**src/rtl/hazard_pkg.sv**
```systemverilog
// Shared types and constants for the pipeline hazard controller.
package hazard_pkg;

  localparam int REG_ADDR_W  = 5;
  localparam int FLUSH_CNT_W = 2;
  localparam int PERF_W      = 32;

  typedef enum logic [1:0] {
    RUN       = 2'd0,
    LU_STALL  = 2'd1,
    FLUSH     = 2'd2,
    IMEM_WAIT = 2'd3
  } hazard_state_t;

  typedef struct packed {
    logic pc_write;
    logic if_id_write;
    logic if_id_flush;
    logic id_ex_bubble;
  } hazard_ctl_t;

  localparam hazard_ctl_t CTL_NORMAL   = '{1'b1, 1'b1, 1'b0, 1'b0};
  localparam hazard_ctl_t CTL_REDIRECT = '{1'b1, 1'b1, 1'b1, 1'b1};
  localparam hazard_ctl_t CTL_LU_STALL = '{1'b0, 1'b0, 1'b0, 1'b1};
  localparam hazard_ctl_t CTL_IMEM     = '{1'b0, 1'b1, 1'b1, 1'b0};
  localparam hazard_ctl_t CTL_RESET    = '{1'b0, 1'b0, 1'b1, 1'b1};

  // A load in EX whose (non-x0) destination is read by the ID instruction.
  function automatic logic load_use_hit(
    input logic                  mem_read,
    input logic [REG_ADDR_W-1:0] rd,
    input logic [REG_ADDR_W-1:0] rs1,
    input logic                  use_rs1,
    input logic [REG_ADDR_W-1:0] rs2,
    input logic                  use_rs2
  );
    logic rd_nz;
    rd_nz = (rd != {REG_ADDR_W{1'b0}});
    return mem_read & rd_nz & ((use_rs1 & (rd == rs1)) | (use_rs2 & (rd == rs2)));
  endfunction

endpackage

```
**src/rtl/hazard_perf_cnt.sv**
```systemverilog
// One saturating 32-bit event counter with a count enable.
module hazard_perf_cnt
  import hazard_pkg::*;
(
  input  logic              clock,
  input  logic              reset,
  input  logic              en_i,
  output logic [PERF_W-1:0] count_o
);

  logic [PERF_W-1:0] count_q;
  logic [PERF_W-1:0] count_d;

  // Increment when enabled, holding at all-ones instead of wrapping.
  always_comb begin
    count_d = count_q;
    if (en_i && (count_q != {PERF_W{1'b1}})) begin
      count_d = count_q + {{(PERF_W-1){1'b0}}, 1'b1};
    end else begin
      count_d = count_q;
    end
  end

  // Counter register with synchronous clear.
  always_ff @(posedge clock) begin
    if (reset) begin
      count_q <= {PERF_W{1'b0}};
    end else begin
      count_q <= count_d;
    end
  end

  assign count_o = count_q;

endmodule

```
**src/rtl/hazard_ctrl.sv**
```systemverilog
// Pipeline hazard controller: load-use stall, redirect flush, imem wait.
// Optional perf counters are built when HAZARD_PERF_EN is defined.
module hazard_ctrl
  import hazard_pkg::*;
#(
  parameter int FLUSH_CYCLES = 1
) (
  input  logic                  clock,
  input  logic                  reset,
  input  logic [REG_ADDR_W-1:0] id_rs1,
  input  logic [REG_ADDR_W-1:0] id_rs2,
  input  logic                  id_use_rs1,
  input  logic                  id_use_rs2,
  input  logic [REG_ADDR_W-1:0] ex_rd,
  input  logic                  ex_mem_read,
  input  logic                  ex_branch_taken,
  input  logic                  ex_jalr,
  input  logic                  imem_ready,
  output logic                  pc_write,
  output logic                  if_id_write,
  output logic                  if_id_flush,
  output logic                  id_ex_bubble
`ifdef HAZARD_PERF_EN
  ,
  output logic [PERF_W-1:0]     stall_cycles,
  output logic [PERF_W-1:0]     flush_cycles
`endif
);

  localparam logic                   MULTI_FLUSH = (FLUSH_CYCLES > 1);
  localparam logic [FLUSH_CNT_W-1:0] FLUSH_INIT  = FLUSH_CNT_W'(FLUSH_CYCLES - 1);
  localparam logic [FLUSH_CNT_W-1:0] CNT_ONE     = {{(FLUSH_CNT_W-1){1'b0}}, 1'b1};

  hazard_state_t           state_q, state_d;
  logic [FLUSH_CNT_W-1:0]  flush_cnt_q, flush_cnt_d;
  hazard_ctl_t             ctl_s;
  logic                    redirect_s;
  logic                    load_use_s;

  assign redirect_s = ex_branch_taken | ex_jalr;
  assign load_use_s = load_use_hit(ex_mem_read, ex_rd, id_rs1, id_use_rs1, id_rs2, id_use_rs2);

  // Next state and control outputs; reset forces safe outputs, redirect beats all.
  always_comb begin
    state_d     = state_q;
    flush_cnt_d = flush_cnt_q;
    ctl_s       = CTL_NORMAL;
    if (reset) begin
      ctl_s       = CTL_RESET;
      state_d     = RUN;
      flush_cnt_d = {FLUSH_CNT_W{1'b0}};
    end else if (redirect_s) begin
      ctl_s = CTL_REDIRECT;
      if (MULTI_FLUSH) begin
        state_d     = FLUSH;
        flush_cnt_d = FLUSH_INIT;
      end else begin
        state_d     = RUN;
        flush_cnt_d = {FLUSH_CNT_W{1'b0}};
      end
    end else begin
      case (state_q)
        RUN: begin
          if (load_use_s) begin
            ctl_s   = CTL_LU_STALL;
            state_d = LU_STALL;
          end else if (!imem_ready) begin
            ctl_s   = CTL_IMEM;
            state_d = IMEM_WAIT;
          end else begin
            ctl_s   = CTL_NORMAL;
            state_d = RUN;
          end
        end
        // The stalled load has moved on, so a second bubble is never inserted.
        LU_STALL: begin
          if (!imem_ready) begin
            ctl_s   = CTL_IMEM;
            state_d = IMEM_WAIT;
          end else begin
            ctl_s   = CTL_NORMAL;
            state_d = RUN;
          end
        end
        FLUSH: begin
          ctl_s = CTL_REDIRECT;
          if (flush_cnt_q > CNT_ONE) begin
            flush_cnt_d = flush_cnt_q - CNT_ONE;
            state_d     = FLUSH;
          end else begin
            flush_cnt_d = {FLUSH_CNT_W{1'b0}};
            state_d     = RUN;
          end
        end
        IMEM_WAIT: begin
          if (!imem_ready) begin
            ctl_s   = CTL_IMEM;
            state_d = IMEM_WAIT;
          end else begin
            ctl_s   = CTL_NORMAL;
            state_d = RUN;
          end
        end
        default: begin
          ctl_s       = CTL_NORMAL;
          state_d     = RUN;
          flush_cnt_d = {FLUSH_CNT_W{1'b0}};
        end
      endcase
    end
  end

  // State and flush-count registers.
  always_ff @(posedge clock) begin
    if (reset) begin
      state_q     <= RUN;
      flush_cnt_q <= {FLUSH_CNT_W{1'b0}};
    end else begin
      state_q     <= state_d;
      flush_cnt_q <= flush_cnt_d;
    end
  end

  assign pc_write     = ctl_s.pc_write;
  assign if_id_write  = ctl_s.if_id_write;
  assign if_id_flush  = ctl_s.if_id_flush;
  assign id_ex_bubble = ctl_s.id_ex_bubble;

`ifdef HAZARD_PERF_EN
  logic stall_evt_s;
  logic flush_evt_s;

  // Imem-wait flushes are excluded: only redirect-driven squashes count.
  assign stall_evt_s = !reset && !ctl_s.pc_write;
  assign flush_evt_s = !reset && (redirect_s || (state_q == FLUSH));

  hazard_perf_cnt u_stall_cnt (
    .clock   (clock),
    .reset   (reset),
    .en_i    (stall_evt_s),
    .count_o (stall_cycles)
  );

  hazard_perf_cnt u_flush_cnt (
    .clock   (clock),
    .reset   (reset),
    .en_i    (flush_evt_s),
    .count_o (flush_cycles)
  );
`endif

endmodule

```
**config.mk**
```make
export PLATFORM = sky130hd
export DESIGN_NAME = hazard_ctrl
export DESIGN_NICKNAME = d
export VERILOG_FILES = /design/src/rtl/hazard_pkg.sv /design/src/rtl/hazard_perf_cnt.sv /design/src/rtl/hazard_ctrl.sv
export SDC_FILE = /design/constraint.sdc
export NUM_CORES = 1
export LEC_CHECK = 0
export BUFFER_PORTS_ARGS = -buffer_cell sky130_fd_sc_hd__buf_4
export CORE_AREA = 5 5 42 44
export CTS_BUF_LIST = sky130_fd_sc_hd__clkbuf_16
export DETAILED_ROUTE_END_ITERATION = 16
export DIE_AREA = 0 0 47 49
export PLACE_DENSITY = 0.68
export SETUP_SLACK_MARGIN = 0.05
export SLEW_MARGIN = 25
export SYNTH_ARGS = -nofsm -noshare
export SYNTH_HDL_FRONTEND = slang
export SYNTH_SLANG_ARGS = --single-unit
```
**constraint.sdc**
```tcl
create_clock -name clock -period 1.8 [get_ports clock]
set_input_delay 0.36 -clock clock [delete_from_list [all_inputs] [get_ports clock]]
set_output_delay 0.36 -clock clock [all_outputs]
set_load 0.02 [all_outputs]
```
### After elaboration in Yosys (flattened, before gate mapping)

Index checks and enable logic that the tools add are counted.

* bits in registers: 4
* bits of input ports: 23
* output and inout port bits: 4

* add/subtract/negate cells: 1
* magnitude comparators: 1
* eq/ne operators: 5
* multiplexer cells: 10
* bitwise gates (word level): 6
* reductions and logical operators: 4

Operators with widths (number)
* 4-bit two-way mux: 4
* 4-bit case mux with 3 select lines: 1
* 5-bit == test: 2
* 2-bit two-way mux: 4
* 2-bit case mux with 3 select lines: 1
* 5-bit nonzero test: 1
* 1-bit bitwise AND: 4
* 2-bit == test (second input constant): 2
* 2-bit OR reduction: 2
* 2-bit by 1-bit == test with 1-bit output (second input constant): 1
* 2-bit by 1-bit greater-than comparator with 1-bit output (second input constant): 1
* 2-bit zero test: 1
* 1-bit bitwise OR: 2
* 2-bit by 1-bit subtractor with 2-bit output (second input constant): 1

### Longest topological paths before layout

Gate-level depths: netlist (run 1).

* word-level depth: 8
* gate-level depth with buffers: 5
* depth with buffers taken out: 4

### Worst setup path before layout (run 1)

No wires, ideal clock.

* kind: input port to output port
* from: in ex_rd[3]
* to: out pc_write
* arrival: 1533 ps
* required time: 1440 ps
* slack: -93 ps
* stages: 4
* buffers on the path: 0
* cells stage by stage: or4_4 o21ai_4 nor2_2 a211oi_2

* longest elaborated chain between the ends: 8
* elaborated cells between the ends (all ways): 12
* classes of those cells: 2 x eq/ne; 4 x mux; 5 x bitwise; 1 x reduce/logical

RTL lines
* start: declaration: line hazard_ctrl.sv:14 `input logic [REG_ADDR_W-1:0] ex_rd,`
* 5-bit == test: line hazard_pkg.sv:39 `return mem_read & rd_nz & ((use_rs1 & (rd == rs1)) | (use_rs2 & (rd == rs2)));`
* 1-bit bitwise AND: line hazard_pkg.sv:39
* 1-bit bitwise OR: line hazard_pkg.sv:39
* 1-bit bitwise AND *: line hazard_pkg.sv:39
* 4-bit two-way mux *: line hazard_ctrl.sv:64 `if (load_use_s) begin`
* 4-bit case mux with 3 select lines *: line hazard_ctrl.sv:62 `case (state_q)`
* 4-bit two-way mux *: line hazard_ctrl.sv:52 `end else if (redirect_s) begin`
* 4-bit two-way mux *: line hazard_ctrl.sv:48 `if (reset) begin`
* end: declaration: line hazard_ctrl.sv:19 `output logic pc_write,`

Every way passes the cells marked *; elsewhere a longest branch is shown, timed or not.

### Final worst setup path (run 1)

Same ends and word-level chain as after synthesis.

==> results.md, run 1 <==
- Core area: 0.001401 sq mm
- Crit path max fanout: 5
- Outcome: complete, but fails checks
- Fmax: 507.8 MHz
- Syn_nets: 74
- Post-synth EDFFs: 0
- Num rows: 14
- Final Power: 0.5773 mW
- Hold Crit Class: primary input to register
- Hold Fails Final Rpt: 0
- Max_cap viols: 0
- Vias: 512
- Clk_lat worst skew: 0.23 ns
- Final Skew: 0.002209 ns
- Power Density: 716.4 mW/mm^2
- Dominant cell type by area after synthesis: xnor2_1
- Synth top area share: 0.2181
- Syn avg cell area: 7.875 sq um
- Worst-path cell chain: buf_6 -> or4_4 -> o21ai_4 -> nor2_2 -> a211oi_4 -> buf_6
- Worst slew pin tran: 0.2827 ns
- Share of layout cells above drive strength 1: 0.5222
- Die Footprint: 0.002303 sq mm
- Antenna diodes: 0
- PnR worst setup slack: -0.1692 ns
- R2R Path Start: state_q[0]$_SDFF_PP0_
- Arrival time worst endpoint: 1.61 ns
- CTS Sinks: 4
- Synth Cell Area: 401.6 sq um
- Slew HR: 0.8098
- Hold endpoint: state_q[1]$_SDFF_PP0_
- TritonCTS clock tree: yes
- Initial core utilization: 0.2866
- Synth Instances: 51
- CP peak stage delay: 0.53 ns
- CTS HTree Levels: 1
- Clock slew at reported path FFs: 0.03 ns
- DRC violations left: 0
- Die W: 47 um
- 1st-pass router iterations: 4
- Vias in the first global route: 551
- Cts bufs inserted: 3
- Placer Congestion: 0.7258
- Sequential element share of the synthesized area: 0.1994
- Slew Viols, Final: 0
- Ys async rst share: 0
- Initial antenna violation count: 0
- Global-route wire length before repair: 2145 um
- Clock Tree Buf Depth: 2
- Synth top area cells: xnor2_1 (22%), dfxtp_1 (20%), a21oi_1 (5.0%), nor2_1 (4.7%), o21ai_4 (4.0%)
- Pin count of the biggest net entering global routing: 8
- Pre-CTS setup slack: -0.2217 ns
- Fin crit share: 1.094
- CP max-delay cell: or4_4
- R2r endpoint: state_q[0]$_SDFF_PP0_
- Crit start category: primary input
- Post-route ant nets: 0
- WP buf/inv: 2
- Most common cell on crit path: buf_6
- Setup Crit Path Kind: primary input to output port
- Overflow after GRT: 0
- Setup-failing EPs final: 4
- WL/cell: 11.87 um
- VDD IR max: 0.3109 mV
- Minimum clock period: 1.969 ns
- #FFs+latches synth: 4
- CP endpoint kind: output port
- Vias per inst: 4.830
- I/O pins: 27
- P&R area growth vs syn: 100.6%
- Dominant synthesized flop cell: dfxtp_1
- Failing checks: setup timing
- Root Buffer: clkbuf_16
- Worst EP required: 1.44 ns
- R2R depth: 4
- Final net count: 115
- Synth warn: 0
- Hold Startpoint: imem_ready
- GRT Total Usage: 0.1308
- Hold Path Stages: 2
- Synth cell types: 26
- 1st-iter DRT viols: 8
- Unrepaired setup endpoints after global routing: yes
- Leak: 0.3381 nW
- Final HPWL DP: 992.6 um
- Total wire length: 1258 um
- Reg2reg setup slack: 0.67 ns
- Die Y: 49 um
- Hold Buf Count CTS: 0
- Top Family by Delay on Critical Path: simple AND/OR/NAND/NOR gates
- Port Buf Inserts: 26
flip-flops by register name, indices dropped and copies added, names as in the netlist:
| name | cells |
|---|---|
| flush_cnt_q | 2 |
| state_q | 2 |
worst max-delay path by stage:
stage | start | end | cells after the start
2_1_floorplan | ex_rd[3] | pc_write | 4
3_3_place_gp | ex_rd[3] | pc_write | 6
3_5_place_dp | ex_rd[3] | pc_write | 6
4_1_cts | ex_rd[3] | pc_write | 6
5_1_grt | ex_rd[3] | pc_write | 6
6_report | ex_rd[3] | pc_write | 6
power by group:
| group | internal [mW] | switching, mW | total [mW] | leakage, nW |
|---|---|---|---|---|
| Clock | 0.284 | 0.0640 | 0.348 | 0.0370 |
| Combinational | 0.0819 | 0.0537 | 0.136 | 0.269 |
| Sequential | 0.0911 | 0.00263 | 0.0937 | 0.0324 |
| Total | 0.457 | 0.120 | 0.577 | 0.338 |
metrics by stage:
| stage | area, sq um | hold WS (ns) | std cells | TNS [ns] | utilization |
|---|---|---|---|---|---|
| after detailed placement | 696.9 | 0.4629 | 101 | -0.6993 | 0.4973 |
| after CTS | 805.8 | 0.3791 | 106 | -0.5988 | 0.5750 |
| after global placement | 696.9 | 0.4544 | 101 | -0.6448 | 0.4973 |
| final | 805.8 | 0.3807 | 106 | -0.4637 | 0.5750 |
| after global routing | 805.8 | 0.3939 | 106 | -0.7172 | 0.5750 |
| after floorplan | 417.9 | 0.4365 | 51 | -0.01651 | - |
cell usage after synthesis, drive strengths merged (2+ instances only):
cell	count
o21ai	2
or4	2
nor2	6
nand4	2
a21oi	4
a211oi	2
nor3	3
nand2	3
xnor2	10
dfxtp	4
nand2b	2
repair_timing:
item | CTS | global route
buffers inserted | 2 | 0
cloned | 0 | 0
resized for setup | 5 | 0
pin swaps | 3 | 2
endpoints found under the setup margin | 4 | 4
routing by layer:
layer / global-route usage / vias up / part of all wire
met4: 0.09677 / 0 / 0.023
met5: 0 / - / 0
met2: 0.2308 / 26 / 0.53
met1: 0.1116 / 217 / 0.33
met3: 0.04428 / 3 / 0.12
li1: - / 266 / -
layout by cell type, fill, tap and decap left out:
master and instances:
buf_6 5, a211oi_4 1, nand2b_1 2, or3_1 1
nor4_1 1, nor2_1 5, or4_1 1, a211oi_1 1
dfxtp_1 4, o21ai_4 1, clkbuf_16 3, nor3b_1 1
nor2b_1 1, nor2_2 1, xnor2_1 10, nor3_1 3
nand3b_1 1, o21ai_0 1, or4_4 1, a21oi_1 3
buf_4 32, a21oi_2 1, a21bo_2 1, nand4_1 2
o22ai_1 1, a22oi_2 1, nand2_1 3, o41ai_1 1
a21o_1 1
worst register-to-register path: stages, from the launching register on:
cell and delay [ns]:
dfxtp_1 0.41, nand2b_1 0.22, nand2_1 0.13, nor3_1 0.17, a21o_1 0.15
final cells by class:
type	count	area, sq um
tap	16	20.02
fill	135	595.6
sequential	4	80.08
clock buffer	3	75.07
multi-input combinational	46	334.1
timing repair buffer	37	296.5
cell families (layout without fill, tap and decap cells):
| group | after synthesis | count (layout) | synth area share |
|---|---|---|---|
| buf+inv | 1 | 40 | 0.009337 |
| xor+xnor | 10 | 10 | 0.2181 |
| flops | 4 | 4 | 0.1994 |
| compound gates | 13 | 13 | 0.2524 |
| simple gates | 23 | 23 | 0.3209 |
Power figures use the tool's default switching activity.
==> run 2: changes to the inputs <==
--- a/config.mk
+++ b/config.mk
@@ -11,5 +11,4 @@
 export DETAILED_ROUTE_END_ITERATION = 16
 export DIE_AREA = 0 0 47 49
-export PLACE_DENSITY = 0.68
 export SETUP_SLACK_MARGIN = 0.05
 export SLEW_MARGIN = 25
==> constraint.sdc (replaced) <==
create_clock -name clock -period 1.8 [get_ports clock]
set_input_delay 0 -clock clock [delete_from_list [all_inputs] [get_ports clock]]
set_output_delay 0 -clock clock [all_outputs]
set_load 0.02 [all_outputs]
==> results.md, run 2 (synthesis results as in run 1) <==
- Root Buffer: clkbuf_16
- Hold Fails Final Rpt: 0
- Antenna diodes: 0
- Die Y: 49 um
- Setup Crit Path Kind: register to output port
- Initial core utilization: 0.2866
- Hold Path Stages: 2
- Initial antenna violation count: 0
- Cts bufs inserted: 3
- Global-route wire length before repair: 1787 um
- WP buf/inv: 1
- CTS Sinks: 4
- CP max-delay cell: or4_1
- Die Footprint: 0.002303 sq mm
- Final net count: 104
- Worst-path cell chain: or4_1 -> nor2_1 -> a21oi_1 -> buf_4
- Top Family by Delay on Critical Path: simple AND/OR/NAND/NOR gates
- Vias: 478
- Outcome: completed
- Final Power: 0.5509 mW
- Top flop regs: flush_cnt_q x2, state_q x2
- Hold Startpoint: imem_ready
- R2R Path Start: state_q[0]$_SDFF_PP0_
- 1st-pass router iterations: 4
- Placer Congestion: 0.6802
- I/O pins: 27
- Area of placed instances: 613.1 sq um
- Clock Tree Buf Depth: 2
- Leak: 0.2759 nW
- Commonest non-fill, non-tap cell in the layout: buf_4
- Num rows: 14
- Slew Viols, Final: 0
- 1st-iter DRT viols: 5
- WL/cell: 11.24 um
- Max_cap viols: 0
- Post-layout util: 0.4911
- P&R area growth vs syn: 71.34%
- Reg2reg setup slack: 0.69 ns
- FILL cells: 142
- DRC violations left: 0
- Worst slew pin tran: 0.5035 ns
- R2R depth: 4
- Hold endpoint: state_q[1]$_SDFF_PP0_
- Arrival time worst endpoint: 1.45 ns
- Hold Buf Count CTS: 0
- VDD IR max: 0.4602 mV
- CTS HTree Levels: 1
- Power Density: 800.6 mW/mm^2
- Fmax: 688.4 MHz
- GRT Total Usage: 0.1070
- Fin crit share: 0.8071
- Pin count of the biggest net entering global routing: 8
- Cell count after placement: 92
- Unrepaired setup endpoints after global routing: no
- R2r endpoint: state_q[0]$_SDFF_PP0_
- Worst EP required: 1.80 ns
- Port Buf Inserts: 26
- Vias in the first global route: 495
- Setup_tns: 0 ns
- Clk_lat worst skew: 0.23 ns
- Cts repair resizes: 0
- Core area: 0.001401 sq mm
- TritonCTS clock tree: yes
- Crit start category: register
- CP peak stage delay: 0.53 ns
- Post-route ant nets: 0
- Vias per inst: 5.032
- CP endpoint kind: output port
- Crit path max fanout: 7
- Share of layout cells above drive strength 1: 0.4304
- # Post-CTS Setup Buffers: 0
- Total wire length: 1068 um
- Fin area: 688.2 sq um
- Slew HR: 0.6644
- Fin cells: 95
- Die W: 47 um
- Hold Crit Class: primary input to register
- Overflow after GRT: 0
- Final Skew: 0.002536 ns
- Minimum clock period: 1.453 ns
- Setup-failing EPs final: 0
- Clock slew at reported path FFs: 0.03 ns
- Commonest cells after routing, fill and taps aside: buf_4 (26), xnor2_1 (10), nor2_1 (5), a21oi_1 (4), dfxtp_1 (4)
[run 2: changes by cell type in the layout (fill, tap and decap cells not counted), sizes merged]
cell  before  now
buf       37   26
[run 2: report_power, final]
group | internal, mW | total (mW) | switching, mW
logic | 0.0633 | 0.110 | 0.0468
clock network | 0.284 | 0.347 | 0.0634
registers | 0.0911 | 0.0936 | 0.00244
total | 0.438 | 0.551 | 0.113
[run 2: area by class of cell]
type	count	area [sq um]	share of cell area
Clock buffer	3	75.07	0.1091
Sequential cell	4	80.08	0.1164
Multi-Input combinational cell	46	317.8	0.4618
Tap cell	16	20.02	0.02909
Timing Repair Buffer	26	195.2	0.2836
[run 2: how the worst max path moves through the flow]
stage,startpoint,end,slack (ns),cells after the start
2_1_floorplan,ex_rd[3],pc_write,0.63,4
3_3_place_gp,ex_rd[3],pc_write,0.50,6
3_5_place_dp,ex_rd[3],pc_write,0.49,6
4_1_cts,state_q[0]$_SDFF_PP0_,if_id_write,0.34,4
5_1_grt,state_q[0]$_SDFF_PP0_,if_id_write,0.26,4
6_report,state_q[0]$_SDFF_PP0_,if_id_write,0.35,4
[run 2: metal layers]
layer  up-vias  share of wire  global-route usage
met5         -              0                   0
met2        23           0.46              0.1697
li1        245              -                   -
met3         2           0.10             0.02952
met4         0          0.030             0.08295
met1       208           0.40              0.1118
[run 2: metrics by stage]
step | setup slack, ns | hold slack (ns)
5_1_grt | 0.2559 | 0.03686
2_1_floorplan | 0.6272 | 0.04376
4_1_cts | 0.3371 | 0.02229
6_report | 0.3473 | 0.02760
3_3_place_gp | 0.5030 | 0.2619
3_5_place_dp | 0.4889 | 0.2586
==> run 3: changes to the inputs <==
ABC_AREA = 1   (was not set)
PLACE_DENSITY = 0.68   (was not set)
clock period = 1.29 ns   (was 1.8 ns; I/O delays follow)
==> results.md, run 3 <==
- Ys async rst share: 0
- Slew Viols, Final: 0
- Worst slew pin tran: 0.2535 ns
- Multi-input logic area: 302.8 sq um
- Leak: 0.4609 nW
- 1st-iter DRT viols: 9
- Dominant synthesized flop cell: dfxtp_1
- Clock slew at reported path FFs: 0.03 ns
- Crit path max fanout: 5
- Fin area: 765.7 sq um
- Synth warn: 0
- 1st-pass router iterations: 6
- Syn avg cell area: 4.872 sq um
- Setup crit start: state_q[0]$_SDFF_PP0_
- Power Density: 1009 mW/mm^2
- CP endpoint kind: output port
- WL/cell: 8.964 um
- Minimum clock period: 1.194 ns
- Setup_tns: 0 ns
- Hold Crit Class: primary input to register
- Vias per inst: 4.336
- Post-route ant nets: 0
- Synth cell types: 13
- Final Skew: 0.002355 ns
- Total wire length: 1255 um
- Max_cap viols: 0
- Root Buffer: clkbuf_16
- Fin crit share: 0.9258
- Synth top area cells: nand2_1 (26%), dfxtp_1 (17%), inv_1 (16%), nor2_1 (12%), nand2_2 (6.8%)
- Pin count of the biggest net entering global routing: 6
- Post-synth top cells: nand2_1 (32), inv_1 (19), nor2_1 (15)
- Num rows: 14
- TritonCTS clock tree: yes
- Antenna diodes: 0
- Unrepaired setup endpoints after global routing: no
- Hold Startpoint: imem_ready
- Commonest cells after routing, fill and taps aside: nand2_1 (32), buf_4 (26), inv_1 (19), nor2_1 (14)
- Share of layout cells above drive strength 1: 0.3306
- Hold Fails Final Rpt: 0
- Initial core utilization: 0.3268
- CTS HTree Levels: 1
- Overflow after GRT: 0
- GRT Total Usage: 0.1196
- Dominant cell type by area after synthesis: nand2_1
- Cts bufs inserted: 3
- Worst EP required: 1.29 ns
- CTS Sinks: 4
- VDD IR max: 0.8653 mV
- Die Y: 49 um
- Fmax: 837.3 MHz
- Final hold slack: 0.06085 ns
- Sequential cell area: 80.08 sq um
- Most common cell in the synthesized netlist: nand2_1
- Final Power: 0.7723 mW
- Outcome: completed
- Global-route wire length before repair: 1959 um
- Synth Cell Area: 457.9 sq um
- R2R Path Start: state_q[1]$_SDFF_PP0_
- Clock Tree Buf Depth: 2
- Slew HR: 0.8304
- Final HPWL DP: 1042 um
- Vias: 607
- Syn_nets: 117
- Setup-failing EPs final: 0
- Final net count: 149
- Vias in the first global route: 545
- Synth top area share: 0.2623
- Post-synth EDFFs: 0
- Top flop regs: flush_cnt_q x2, state_q x2
- Sequential element share of the synthesized area: 0.1749
- Initial antenna violation count: 0
- Port Buf Inserts: 26
- DRC violations left: 0
- Synth Instances: 94
- Placer Congestion: 0.7310
- Commonest non-fill, non-tap cell in the layout: nand2_1
- P&R area growth vs syn: 67.21%
- Area of placed instances: 673.1 sq um
- FILL cells: 159
- #FFs+latches synth: 4
- Die W: 47 um
- Crit start category: register
- Reg2reg setup slack: 0.34 ns
- I/O pins: 27
- Die Footprint: 0.002303 sq mm
- Clk_lat worst skew: 0.23 ns
- Setup Crit Path Kind: register to output port
- Arrival time worst endpoint: 1.19 ns
- Core area: 0.001401 sq mm
## run 3: cell types whose count changed in the layout (fill, tap and decap cells not counted), sizes merged, moves of 2 or more
cell	delta
nand2	+34
a211oi	-2
nand2b	-2
nor2	+11
or4	-2
xnor2	-10
a21oi	-2
inv	+22
nand3	+5
## run 3: through the flow
stage | utilization | worst slack [ns] | std cells
floorplan | - | 0.3730 | 94
global placement | 0.4804 | 0.3276 | 136
detailed placement | 0.4804 | 0.2889 | 136
CTS | 0.5411 | 0.05626 | 140
global route | 0.5464 | 0.03131 | 140
finish | 0.5464 | 0.09574 | 140
## run 3: metal layers
layer  wire length, um  up-vias  global-route usage
li1                  -      341                   -
met1               508      247              0.1272
met2               629       15              0.1855
met3                88        4             0.05535
met4                29        0             0.06912
met5                 0        -                   0
## run 3: cell type report
type                    count  share of cell area
clock buffers               3             0.09804
flip-flops and latches      4              0.1046
multi-input cells          68              0.3954
repair buffers             27              0.2680
well taps                  16             0.02614
inverters                  22              0.1078
## run 3: worst paths after layout
| kind | to | cells past startpoint |
|---|---|---|
| worst min-delay path | state_q[0]$_SDFF_PP0_ | 4 |
| worst min register to register | flush_cnt_q[0]$_SDFFE_PP0P_ | 1 |
| worst max register to register | flush_cnt_q[0]$_SDFFE_PP0P_ | 4 |
| worst max-delay path | pc_write | 5 |
## run 3: where the power goes
| part | switching (mW) | internal, mW | total (mW) |
|---|---|---|---|
| combinational | 0.0787 | 0.0821 | 0.161 |
| sequential | 0.00198 | 0.126 | 0.128 |
| clock | 0.0871 | 0.396 | 0.483 |
## run 3: worst max-delay path: stages (launching register included)
cell and delay, ns:
dfxtp_1 0.34, nand2_1 0.08, inv_1 0.05, nor3_2 0.23, a21oi_1 0.10, buf_4 0.16
## run 3: kinds of logic (layout without fill, tap and decap cells)
family	count (synthesis)	in the layout	synth area share
simple gates	63	63	0.5847
buf+inv	22	52	0.1803
flops	4	4	0.1749
compound gates	5	5	0.06012
## run 3: timing repair
action | CTS | global route
hold buffers | 1 | 0
endpoints found under the hold margin | 1 | 0
endpoints found under the setup margin | 0 | 1
resized for setup | 0 | 2
buffers inserted | 0 | 0
